===== config.mk =====
export PLATFORM = sky130hd
export DESIGN_NAME = imem_preloader_flat
export DESIGN_NICKNAME = d
export VERILOG_FILES = /design/src/rtl/imem_preloader_if.sv /design/src/rtl/imem_preloader.sv /design/src/flat_wrapper.sv
export SDC_FILE = /design/constraint.sdc
export NUM_CORES = 1
export LEC_CHECK = 0
export CAP_MARGIN = 20
export CORE_AREA = 10 10 90 92
export CTS_CLUSTER_SIZE = 40
export DETAILED_ROUTE_END_ITERATION = 6
export DIE_AREA = 0 0 100 102
export PLACE_DENSITY = 0.79
export SYNTH_ARGS = -nofsm -noshare
export SYNTH_HDL_FRONTEND = slang
export SYNTH_SLANG_ARGS = --single-unit

===== constraint.sdc =====
create_clock -name clk -period 1.6 [get_ports clk]
set_input_delay 0.32 -clock clk [delete_from_list [all_inputs] [get_ports clk]]
set_output_delay 0.32 -clock clk [all_outputs]
set_load 0.01 [all_outputs]

===== src/rtl/imem_preloader_if.sv =====
// Streaming-input and instruction-RAM write bus of the boot loader.
// The slave side is the loader; the master side is the image source / observer.
interface imem_preloader_if #(
  parameter int ADDR_W = 8,
  parameter int WORD_W = 32
);
  logic              start;
  logic              in_valid;
  logic [WORD_W-1:0] in_data;
  logic              in_last;
  logic              in_ready;
  logic              mem_we;
  logic [ADDR_W-1:0] mem_addr;
  logic [7:0]        mem_wdata;
  logic              cpu_hold;
  logic              done;
  logic              err;
  logic [ADDR_W:0]   word_count;

  modport master (
    output start, in_valid, in_data, in_last,
    input  in_ready, mem_we, mem_addr, mem_wdata, cpu_hold, done, err, word_count
  );

  modport slave (
    input  start, in_valid, in_data, in_last,
    output in_ready, mem_we, mem_addr, mem_wdata, cpu_hold, done, err, word_count
  );
endinterface


===== src/rtl/imem_preloader.sv =====
// Boot loader: takes instruction words over valid/ready and writes them byte-serially
// into the byte-addressed instruction RAM, holding the CPU in reset until the image is in.
module imem_preloader #(
  parameter int ADDR_W     = 8,
  parameter int WORD_W     = 32,
  parameter int BIG_ENDIAN = 1,
  parameter int START_ADDR = 0
) (
  input logic             clk,
  input logic             reset,
  imem_preloader_if.slave bus
);

  localparam int BPW   = WORD_W / 8;
  localparam int CNT_W = (BPW > 1) ? $clog2(BPW) : 1;

  localparam logic [CNT_W-1:0]  LAST_BYTE = CNT_W'(BPW - 1);
  localparam logic [ADDR_W-1:0] TOP_ADDR  = '1;
  localparam logic [ADDR_W-1:0] START_PTR = ADDR_W'(START_ADDR);

  localparam logic [2:0] ST_IDLE   = 3'd0;
  localparam logic [2:0] ST_ACCEPT = 3'd1;
  localparam logic [2:0] ST_WRITE  = 3'd2;
  localparam logic [2:0] ST_DONE   = 3'd3;
  localparam logic [2:0] ST_ERR    = 3'd4;

  logic [2:0]        r_state;
  logic [WORD_W-1:0] r_word;
  logic              r_last;
  logic [ADDR_W-1:0] r_ptr;
  logic [CNT_W-1:0]  r_byte_idx;
  logic [ADDR_W:0]   r_word_count;

  logic              w_writing;
  logic              w_last_byte;
  logic              w_at_top;
  logic [7:0]        w_byte;
  logic [WORD_W-1:0] w_word_next;

  // The captured word is shifted one byte per write so the outgoing byte always sits at a fixed end.
  generate
    if (BIG_ENDIAN != 0) begin : g_big
      assign w_byte      = r_word[WORD_W-1 -: 8];
      assign w_word_next = r_word << 8;
    end else begin : g_little
      assign w_byte      = r_word[7:0];
      assign w_word_next = r_word >> 8;
    end
  endgenerate

  assign w_writing   = (r_state == ST_WRITE);
  assign w_last_byte = (r_byte_idx == LAST_BYTE);
  assign w_at_top    = (r_ptr == TOP_ADDR);

  assign bus.in_ready   = (r_state == ST_ACCEPT);
  assign bus.mem_we     = w_writing;
  assign bus.mem_addr   = r_ptr;
  assign bus.mem_wdata  = w_writing ? w_byte : 8'h00;
  assign bus.cpu_hold   = (r_state != ST_DONE);
  assign bus.done       = (r_state == ST_DONE);
  assign bus.err        = (r_state == ST_ERR);
  assign bus.word_count = r_word_count;

  always_ff @(posedge clk or negedge reset) begin
    if (!reset) begin
      r_state      <= ST_IDLE;
      r_word       <= '0;
      r_last       <= 1'b0;
      r_ptr        <= START_PTR;
      r_byte_idx   <= '0;
      r_word_count <= '0;
    end else begin
      case (r_state)
        ST_IDLE, ST_DONE, ST_ERR: begin
          if (bus.start) begin
            r_state      <= ST_ACCEPT;
            r_ptr        <= START_PTR;
            r_word_count <= '0;
          end
        end
        ST_ACCEPT: begin
          if (bus.in_valid) begin
            r_word     <= bus.in_data;
            r_last     <= bus.in_last;
            r_byte_idx <= '0;
            r_state    <= ST_WRITE;
          end
        end
        ST_WRITE: begin
          r_word     <= w_word_next;
          r_byte_idx <= w_last_byte ? '0 : r_byte_idx + 1'b1;
          if (w_last_byte) begin
            r_word_count <= r_word_count + 1'b1;
          end
          // The pointer never wraps; reaching the top with anything still to write is an overflow.
          if (!w_at_top) begin
            r_ptr <= r_ptr + 1'b1;
          end
          if (w_last_byte && r_last) begin
            r_state <= ST_DONE;
          end else if (w_at_top) begin
            r_state <= ST_ERR;
          end else if (w_last_byte) begin
            r_state <= ST_ACCEPT;
          end
        end
        default: r_state <= ST_IDLE;
      endcase
    end
  end

endmodule

===== src/flat_wrapper.sv =====
// flat-port wrapper written by rule: the top's interface ports become plain ports
module imem_preloader_flat 
#(
  parameter int ADDR_W     = 8,
  parameter int WORD_W     = 32,
  parameter int BIG_ENDIAN = 1,
  parameter int START_ADDR = 0
)
  (clk, reset, bus_start, bus_in_valid, bus_in_data, bus_in_last, bus_in_ready, bus_mem_we, bus_mem_addr, bus_mem_wdata, bus_cpu_hold, bus_done, bus_err, bus_word_count);
  imem_preloader_if #(.ADDR_W(ADDR_W), .WORD_W(WORD_W)) bus_i ();
  input logic clk;
  input logic reset;
  input wire logic [$bits(bus_i.start)-1:0] bus_start;
  input wire logic [$bits(bus_i.in_valid)-1:0] bus_in_valid;
  input wire logic [$bits(bus_i.in_data)-1:0] bus_in_data;
  input wire logic [$bits(bus_i.in_last)-1:0] bus_in_last;
  output wire logic [$bits(bus_i.in_ready)-1:0] bus_in_ready;
  output wire logic [$bits(bus_i.mem_we)-1:0] bus_mem_we;
  output wire logic [$bits(bus_i.mem_addr)-1:0] bus_mem_addr;
  output wire logic [$bits(bus_i.mem_wdata)-1:0] bus_mem_wdata;
  output wire logic [$bits(bus_i.cpu_hold)-1:0] bus_cpu_hold;
  output wire logic [$bits(bus_i.done)-1:0] bus_done;
  output wire logic [$bits(bus_i.err)-1:0] bus_err;
  output wire logic [$bits(bus_i.word_count)-1:0] bus_word_count;
  assign bus_i.start = bus_start;
  assign bus_i.in_valid = bus_in_valid;
  assign bus_i.in_data = bus_in_data;
  assign bus_i.in_last = bus_in_last;
  assign bus_in_ready = bus_i.in_ready;
  assign bus_mem_we = bus_i.mem_we;
  assign bus_mem_addr = bus_i.mem_addr;
  assign bus_mem_wdata = bus_i.mem_wdata;
  assign bus_cpu_hold = bus_i.cpu_hold;
  assign bus_done = bus_i.done;
  assign bus_err = bus_i.err;
  assign bus_word_count = bus_i.word_count;
  imem_preloader #(.ADDR_W(ADDR_W), .WORD_W(WORD_W), .BIG_ENDIAN(BIG_ENDIAN), .START_ADDR(START_ADDR)) u_core (.clk(clk), .reset(reset), .bus(bus_i));
endmodule

==> Yosys cells after proc, flatten, opt, wreduce, memory -nomap -nowiden <==
Cells that the tools add are included.
{ "totals": {"output_inout_bits": 30, "word_cells": 49, "in_bits": 37, "reg_bits": 55} }
{ "op_classes": {"reduce_logical": 10, "muxes": 18, "n_eq_ne": 12, "add_sub_neg": 3} }
{ "op_table": {"columns": ["operator", "count"], "rows": [
  ["$pmux 32 s2", 1],
  ["$mux 32", 1],
  ["$mux 8", 3],
  ["$mux 9", 2],
  ["$pmux 9 s2", 1],
  ["$pmux 8 s2", 1],
  ["$mux 3", 5],
  ["$add 9x1->9 const B", 1],
  ["$pmux 3 s3", 1],
  ["$reduce_and 3->1", 3],
  ["$add 8x1->8 const B", 1],
  ["$eq 8x8->1 const B", 1],
  ["$ne 2x2->1 const B", 4],
  ["$eq 3x2->1 const B", 2],
  ["$mux 2", 2],
  ["$ne 4x4->1 const B", 1],
  ["$pmux 2 s2", 1],
  ["$reduce_and 2->1", 2],
  ["$reduce_bool 2->1", 2],
  ["$eq 3x1->1 const B", 1],
  ["$eq 3x3->1 const B", 1],
  ["$logic_not 3->1", 1],
  ["$ne 3x2->1 const B", 1],
  ["$reduce_or 3->1", 1],
  ["other kinds (3)", 3]
]} }

==> Logic depth before layout (Yosys ltp) <==
Gate-level depths: netlist of run 1.
{ "depth": {"ltp_word": 5, "mapped_depth": 7, "ltp_nobuf": 6} }

==> Worst setup path before layout of run 1 <==
No wires, ideal clock.
{ "synth_timing": {"path_kind": "register to register", "from": "register u_core.r_ptr[0], in the netlist u_core.bus.mem_addr[0]", "to": "register u_core.r_state[2]", "synth_period_minus_slack_ns": 1.749, "arrival_ns": 1.624, "path_stages_with_launch": 6, "required_ns": 1.475, "slack_ns": -0.149, "n_path_buf": 0, "setup_time_ns": 0.125, "cell_sequence": "dfrtp_1 > ha_1 > nand4_1 > nor2_1 > o32ai_1 > mux2_2"} }
{ "synth_between": {"elab_chain_len": 4, "word_cells_on_any_way": 6, "classes_between": "eq/ne: 2; mux: 3; reduce/logical: 1"} }
{ "synth_rtl": {"columns": ["item", "line", "source"], "rows": [
  ["start, declared", "imem_preloader.sv:30", "logic [ADDR_W-1:0] r_ptr;"],
  ["start signal, assigned", "imem_preloader.sv:97", "r_ptr <= r_ptr + 1'b1;"],
  ["$eq 8x8->1 (*)", "imem_preloader.sv:53", "assign w_at_top = (r_ptr == TOP_ADDR);"],
  ["$mux 3", "imem_preloader.sv:101", "end else if (w_at_top) begin"],
  ["$mux 3", "imem_preloader.sv:99", "if (w_last_byte && r_last) begin"],
  ["$pmux 3 s3", "imem_preloader.sv:73", "case (r_state)"],
  ["end signal, assigned", "imem_preloader.sv:76", "r_state <= ST_ACCEPT;"],
  ["end signal, assigned", "imem_preloader.sv:100", "r_state <= ST_DONE;"],
  ["end signal, assigned", "imem_preloader.sv:102", "r_state <= ST_ERR;"],
  ["end, declared", "imem_preloader.sv:27", "logic [2:0] r_state;"]
]} }
Every way passes the cells marked *; elsewhere a longest branch is shown, timed or not.
A chain may end at the register's enable or synchronous reset.

==> Worst setup path in the final report of run 1 <==
{ "layout_timing": {"from": "register u_core.r_state[2]", "to": "output port bus_mem_wdata[2]"} }
{ "layout_between": {"elab_chain_len": 2} }
{ "layout_rtl": {"columns": ["item", "line", "source"], "rows": [
  ["start signal, assigned", "imem_preloader.sv:66", "r_state <= ST_IDLE;"],
  ["start signal, assigned", "imem_preloader.sv:76", null],
  ["start signal, assigned", "imem_preloader.sv:86", "r_state <= ST_WRITE;"],
  ["$eq 3x2->1", "imem_preloader.sv:51", "assign w_writing = (r_state == ST_WRITE);"],
  ["$mux 8", "imem_preloader.sv:58", "assign bus.mem_wdata = w_writing ? w_byte : 8'h00;"],
  ["end, declared", "flat_wrapper.sv:20", "output wire logic [$bits(bus_i.mem_wdata)-1:0] bus_mem_wdata;"]
]} }
No other way between the ends.

==> out/metrics.yaml, run 1 <==
fin_crit_sh_pct: 106
layout_min_cycle_time_ns: 1.70
start_util_pct: 43.0
grt_pass1_vias: 2537
path_max_fanout: 8
reg2regPathDepth: 5
cts_root_buffer: "clkbuf_8"
first_iter_violations: 79
yosysUniqueCellTypes: 48
met1_usage_pct: 16.5
drc: 0
hold_ws_ns: -0.00944
worstPathRequired_ns: 1.28
met2_usage_pct: 25.0
syn_area_mm2: 0.00270
n_antenna_cell: 0
areaGrowthSynthToFinish_pct: 59.2
critPathArrivalTime_ns: 1.38
rows: 29
cts_tree: "done"
cts_made_buffers: 5
core_mm2: 0.00628
clock_latency_ns: 0.31
final_area_mm2: 0.00430
hp-class: "primary input to async pin"
vias: 2528
clkSinkCount: 55
postSynthCellCount: 263
routed_wl_mm: 7.82
maxSlewViolCount: 0
relSlewSlack_pct: 76.9
fmax_mhz: 588
crit_path_end_kind: "output port"
antenna_found_initial: 0
use_met3_pct: 3.91
io_pins: 67
postSynthAreaPerCell_um2: 10.3
skew_ns: 0.0105
antenna_left: 0
clockBufferDepth: 2
top_usage_layer: "met2"
die_w_um: 100
outcome: "finished with violations"
finalWeightedCongestion: 0.761
place_area_mm2: 0.00372
ys_ff_latch: 55
startpoint_type: "flip-flop"
finalWorstSetupSlack_ns: -0.101
place_hpwl_mm: 5.19
drv_cap: 0
grt-ovfl-total: 0
worstMarginPinSlew_ns: 0.344
dieArea_mm2: 0.0102
path_clk_slew_ns: 0.10
rsz0062_at_grt: "true"
power_density_mw_per_mm2: 1380
yosysWarnings: 0
syn-num-nets: 303
grtUsageTotal_pct: 14.2
firstDrtPassIters: 4
vias_per_cell: 5.46
crit_type: "flip-flop to output port"
cts_hold_buffers: 0
grt_pass1_wl_mm: 12.0
final-hold-violation-count: 15
irDropWorstVdd_v: 0.000760
nets: 426
ys_seq_area_share_pct: 50.9
setup_violations: 17
p_leak_uw: 0.00199
drive_gt1_share_pct: 33.7
violations: "negative hold slack, negative setup slack"
grt_start_max_net_pins: 56
wire_per_inst_um: 16.9
port-buffer-count: 66
cts-htree-levels: 2
tns_ns: -1.15
fp.dieH_um: 102
-- layout make-up --
type / count / area [um^2]
inverters: 4 / 17.5
flip-flops and latches: 55 / 1380
clock inverters: 1 / 8.76
well taps: 77 / 96.3
repair buffers: 130 / 1330
fillers: 470 / 1980
multi-input cells: 190 / 1390
clock buffers: 6 / 82.6
-- report_power, final --
group | total [uW] | internal [uW] | switching [uW]
registers | 2190 | 1880 | 306
clock network | 802 | 349 | 453
logic | 2960 | 1620 | 1340
-- critical path, stage by stage, from the launching register on --
cell and delay [ns]:
dfrtp_1 0.40, nor2_1 0.10, nand2_1 0.10, inv_4 0.11
buf_12 0.12, and2_4 0.14, buf_6 0.09
-- path summary, 6_finish.rpt --
kind / from / endpoint / slack [ns]
worst max-delay path: u_core.r_state[2]$_DFFE_PN0P_ / bus_mem_wdata[2] / -0.10
worst min-delay path: reset / u_core.bus.word_count[3]$_DFFE_PN0P_ / -0.009
worst max register to register: u_core.r_state[1]$_DFFE_PN0P_ / u_core.bus.word_count[7]$_DFFE_PN0P_ / -0.09
worst min register to register: u_core.r_word[20]$_DFFE_PN0P_ / u_core.r_word[28]$_DFFE_PN0P_ / 0.50
max in group asynchronous: reset / u_core.r_byte_idx[0]$_DFFE_PN0P_ / 1.36
min in group clk: u_core.r_word[20]$_DFFE_PN0P_ / u_core.r_word[28]$_DFFE_PN0P_ / 0.50
-- state kept, by name (all words and copies together) (netlist names) --
register,cells
u_core.r_word,32
u_core.bus.mem_addr,8
u_core.r_last,1
u_core.bus.word_count,9
u_core.r_state,3
u_core.r_byte_idx,2
-- per-stage QoR --
step                cells  utilization [%]  setup slack, ns  total power [uW]
global route          463             68.5           -0.169              6340
CTS                   453             63.3           -0.117              5490
finish                463             68.5           -0.101              5950
detailed placement    430             59.2           -0.298              4530
floorplan             263                -          -0.0483              3490
global placement      430             59.2           -0.272              4430
-- placed cells by master, fill, tap and decap left out, drive strengths merged, types with 11 or more instances in the layout --
master / Yosys / final
buf: 9 / 74
dfrtp: 55 / 55
nand2: 37 / 37
mux2i: 23 / 23
clkdlybuf4s50: 0 / 41
a22o: 11 / 11
nor2: 11 / 12
and2: 11 / 11
o21ai: 30 / 30
nand3: 11 / 11
-- Yosys cell counts (all sizes together) --
| library cell | count | area [um^2] |
|---|---|---|
| dfrtp | 55 | 1380 |
| nand2 | 37 | 139 |
| o21ai | 30 | 150 |
| mux2i | 23 | 230 |
| a22o | 11 | 96.3 |
| and2 | 11 | 71.3 |
| nand3 | 11 | 55.1 |
| nor2 | 11 | 43.8 |
| buf | 9 | 65.1 |
| clkbuf | 6 | 22.5 |
| a21oi | 5 | 25.0 |
| inv | 4 | 15.0 |
| o211ai | 4 | 30.0 |
| ha | 3 | 37.5 |
| o21a | 3 | 22.5 |
| or3 | 3 | 18.8 |
| or4 | 3 | 22.5 |
| and3 | 2 | 12.5 |
| and4bb | 2 | 25.0 |
| mux2 | 2 | 22.5 |
| nand4 | 2 | 12.5 |
| nor3 | 2 | 10.0 |
| o22ai | 2 | 12.5 |
| o31ai | 2 | 15.0 |
| xnor2 | 2 | 17.5 |
| xor2 | 2 | 17.5 |
| a211o | 1 | 8.76 |
| a211oi | 1 | 7.51 |
| a31oi | 1 | 6.26 |
| a41oi | 1 | 8.76 |
| and2b | 1 | 8.76 |
| and3b | 1 | 8.76 |
| and4 | 1 | 10.0 |
| and4b | 1 | 11.3 |
| nand2b | 1 | 6.26 |
| nor2b | 1 | 6.26 |
| nor3b | 1 | 12.5 |
| nor4 | 1 | 6.26 |
| o21bai | 1 | 7.51 |
| o311ai | 1 | 8.76 |
| o32ai | 1 | 8.76 |
| o41ai | 1 | 8.76 |
-- layer usage --
metal,vias to the layer above,wire length (um)
li1,1199,-
met4,0,87
met1,1228,3210
met3,9,538
met5,-,0
met2,92,3990
-- timing repair --
action | CTS | global route
setup endpoints to repair | 47 | 67
cloned | 3 | 3
pin swaps | 11 | 16
buffers inserted | 13 | 8
gates resized for setup | 73 | 59
-- logic make-up after synthesis --
logic type | count (synthesis) | share of synthesized area [%]
compound gates | 65 | 15.4
xor+xnor | 4 | 1.30
flops | 55 | 50.9
fa+ha+maj | 3 | 1.39
simple gates | 92 | 17.8
buf+inv | 19 | 3.80
mux | 25 | 9.36
Power figures use the tool's default switching activity.
==> inputs of run 2 (changes only) <==
--- a/config.mk
+++ b/config.mk
@@ -6,11 +6,11 @@
 export NUM_CORES = 1
 export LEC_CHECK = 0
 export CAP_MARGIN = 20
-export CORE_AREA = 10 10 90 92
+export CORE_AREA = 10 10 75 109
 export CTS_CLUSTER_SIZE = 40
 export DETAILED_ROUTE_END_ITERATION = 6
-export DIE_AREA = 0 0 100 102
-export PLACE_DENSITY = 0.79
+export DIE_AREA = 0 0 85 119
+export PLACE_DENSITY = 0.83
 export SYNTH_ARGS = -nofsm -noshare
 export SYNTH_HDL_FRONTEND = slang
 export SYNTH_SLANG_ARGS = --single-unit
==> run 2 against run 1 <==
The run ends with negative setup slack left. Via count rose by 2.4%. Power rose by 0.99%. Largest cell class unchanged. Clock skew rose by 0.0013 ns. Global-route usage rose by 0.50 points. Non-clock buffer count fell by 5. Sequential cell count did not move. Die area fell by 0.83%. Wire length rose by 10%. Register-to-register slack barely moved. Final area fell by 1.1%. Sequential share of layout area rose by 0.36 points.
==> out/metrics.yaml, run 2 (same netlist as run 1, synthesis figures left out) <==
top_register: "u_core.r_word"  # unchanged
cts_made_buffers: 5  # unchanged
clockBufferDepth: 2  # unchanged
relSlewSlack_pct: 72.2  # was 76.9%
finalWeightedCongestion: 0.799  # was 0.761
rsz0062_at_grt: "true"  # unchanged
place_hpwl_mm: 5.63  # was 5.19 mm
hold_ws_ns: 0.462  # was -0.00944 ns
final-hold-violation-count: 0  # was 15
dp_slack_ns: -0.340  # was -0.298 ns
hp-class: "primary input to async pin"  # unchanged
crit_type: "flip-flop to output port"  # unchanged
startpoint_type: "flip-flop"  # unchanged
grt_pass1_vias: 2644  # was 2537
fp.dieH_um: 119  # was 102 um
firstDrtPassIters: 4  # unchanged
routed_wl_mm: 8.61  # was 7.82 mm
drv_cap: 0  # unchanged
grtUsageTotal_pct: 14.7  # was 14.2%
crit_chain: "nor2_2 -> nand2_2 -> inv_4 -> clkbuf_16 -> and2_4 -> buf_6"  # was nor2_1 -> nand2_1 -> inv_4 -> buf_12 -> and2_4 -> buf_6
largest_register_ff_count: 32  # unchanged
port-buffer-count: 66  # unchanged
n_antenna_cell: 0  # unchanged
worstMarginPinSlew_ns: 0.417  # was 0.344 ns
crit_path_end_kind: "output port"  # unchanged
first_iter_violations: 172  # was 79
clkSinkCount: 55  # unchanged
grt_pass1_wl_mm: 12.4  # was 12.0 mm
stdcell_count: 459  # was 463
layout_min_cycle_time_ns: 1.72  # was 1.70 ns
antenna_left: 0  # unchanged
violations: "negative setup slack"  # was negative hold slack, negative setup slack
critPathArrivalTime_ns: 1.40  # was 1.38 ns
io_pins: 67  # unchanged
layout_common_cells: "dfrtp_1, buf_4, clkdlybuf4s50_1"  # unchanged
drive_gt1_share_pct: 33.2  # was 33.7%
tns_ns: -1.59  # was -1.15 ns
p_leak_uw: 0.00190  # was 0.00199 uW
setup_violations: 26  # was 17
final_util_pct: 67.0  # was 68.5%
cts-htree-levels: 2  # unchanged
irDropWorstVdd_v: 0.000683  # was 0.000760 V
fmax_mhz: 581  # was 588 MHz
antenna_found_initial: 0  # unchanged
maxSlewViolCount: 0  # unchanged
finalWorstSetupSlack_ns: -0.122  # was -0.101 ns
skew_ns: 0.0118  # was 0.0105 ns
vias: 2588  # was 2528
outcome: "finished with violations"  # unchanged
fin_crit_sh_pct: 108  # was 106%
nets: 422  # was 426
worstPathRequired_ns: 1.28  # about the same
rows: 36  # was 29
areaGrowthSynthToFinish_pct: 57.5  # was 59.2%
reg2reg_from: "u_core.r_byte_idx[0]$_DFFE_PN0P_"  # was u_core.r_state[1]$_DFFE_PN0P_
cts_tree: "done"  # unchanged
crit_slowest_cell: "dfrtp_1"  # unchanged
power_density_mw_per_mm2: 1410  # was 1380 mW/mm^2
clock_latency_ns: 0.31  # about the same
grt_start_max_net_pins: 41  # was 56
die_w_um: 85  # was 100 um
core_mm2: 0.00635  # was 0.00628 mm^2
start_util_pct: 42.5  # was 43.0%
path_max_fanout: 6  # was 8
critical_path.max_stage_delay_ns: 0.41  # was 0.40 ns
final_common_cell: "dfrtp_1"  # unchanged
dp_cells: 426  # was 430
wire_per_inst_um: 18.7  # was 16.9 um
grt-ovfl-total: 0  # unchanged
dieArea_mm2: 0.0101  # was 0.0102 mm^2
startpoint: "u_core.r_state[0]$_DFFE_PN0P_"  # was u_core.r_state[2]$_DFFE_PN0P_
vias_per_cell: 5.64  # was 5.46
path_clk_slew_ns: 0.10  # about the same
cts_root_buffer: "clkbuf_8"  # unchanged
drc: 0  # unchanged
run 2: changes by cell type in the layout (fill, tap and decap cells not counted), sizes merged, moves of 2 or more:
| cell | before | now |
|---|---|---|
| clkbuf | 9 | 11 |
| clkdlybuf4s50 | 41 | 43 |
| dlymetal6s2s | 5 | 2 |
| buf | 74 | 69 |
run 2: per-layer routing:
layer	vias to the layer above	wire, um	global-route usage (%)
met1	1292	3270	15.1
met4	0	195	4.34
li1	1184	-	-
met5	-	0	0
met3	22	428	4.16
met2	90	4710	27.4
run 2: report_power, final:
| part | switching [uW] | internal, uW |
|---|---|---|
| sequential | 309 | 1880 |
| combinational | 1410 | 1540 |
| clock | 464 | 397 |
| total | 2190 | 3820 |
run 2: worst paths after layout:
kind	slack, ns	endpoint	cells past startpoint
worst max-delay path	-0.12	bus_mem_wdata[2]	6
worst min-delay path	0.46	u_core.bus.mem_addr[6]$_DFFE_PN0P_	2
worst max register to register	-0.10	u_core.bus.word_count[2]$_DFFE_PN0P_	6
worst min register to register	0.48	u_core.r_word[23]$_DFFE_PN0P_	2
max in group asynchronous	0.58	u_core.r_state[2]$_DFFE_PN0P_	3
min in group clk	0.48	u_core.r_word[23]$_DFFE_PN0P_	2
run 2: area by class of cell:
class	instances	area, um^2
tap	76	95.1
timing repair buffer	125	1200
clock buffer	8	100
multi-input combinational	191	1460
fill	424	2100
inverter	4	17.5
sequential	55	1380
run 2: metrics by stage:
stage               cell area, um^2  power (uW)
floorplan                      2720        3490
global placement               3690        4420
detailed placement             3690        4540
CTS                            3940        5500
global route                   4250        6380
finish                         4250        6010
run 2: worst max-delay path: cells and delay by family (launching register included):
| family | cells | cell delay, ns |
|---|---|---|
| AND/OR/NAND/NOR | 3 | 0.34 |
| buffers and inverters | 3 | 0.33 |
| flip-flops | 1 | 0.41 |
run 2: repair_timing:
action,in CTS,in global routing
hold buffers,1,0
gates cloned,0,5
pin swaps,7,24
endpoints found under the setup margin,47,46
endpoints found under the hold margin,15,0
setup buffers,14,9
resized for setup,86,59
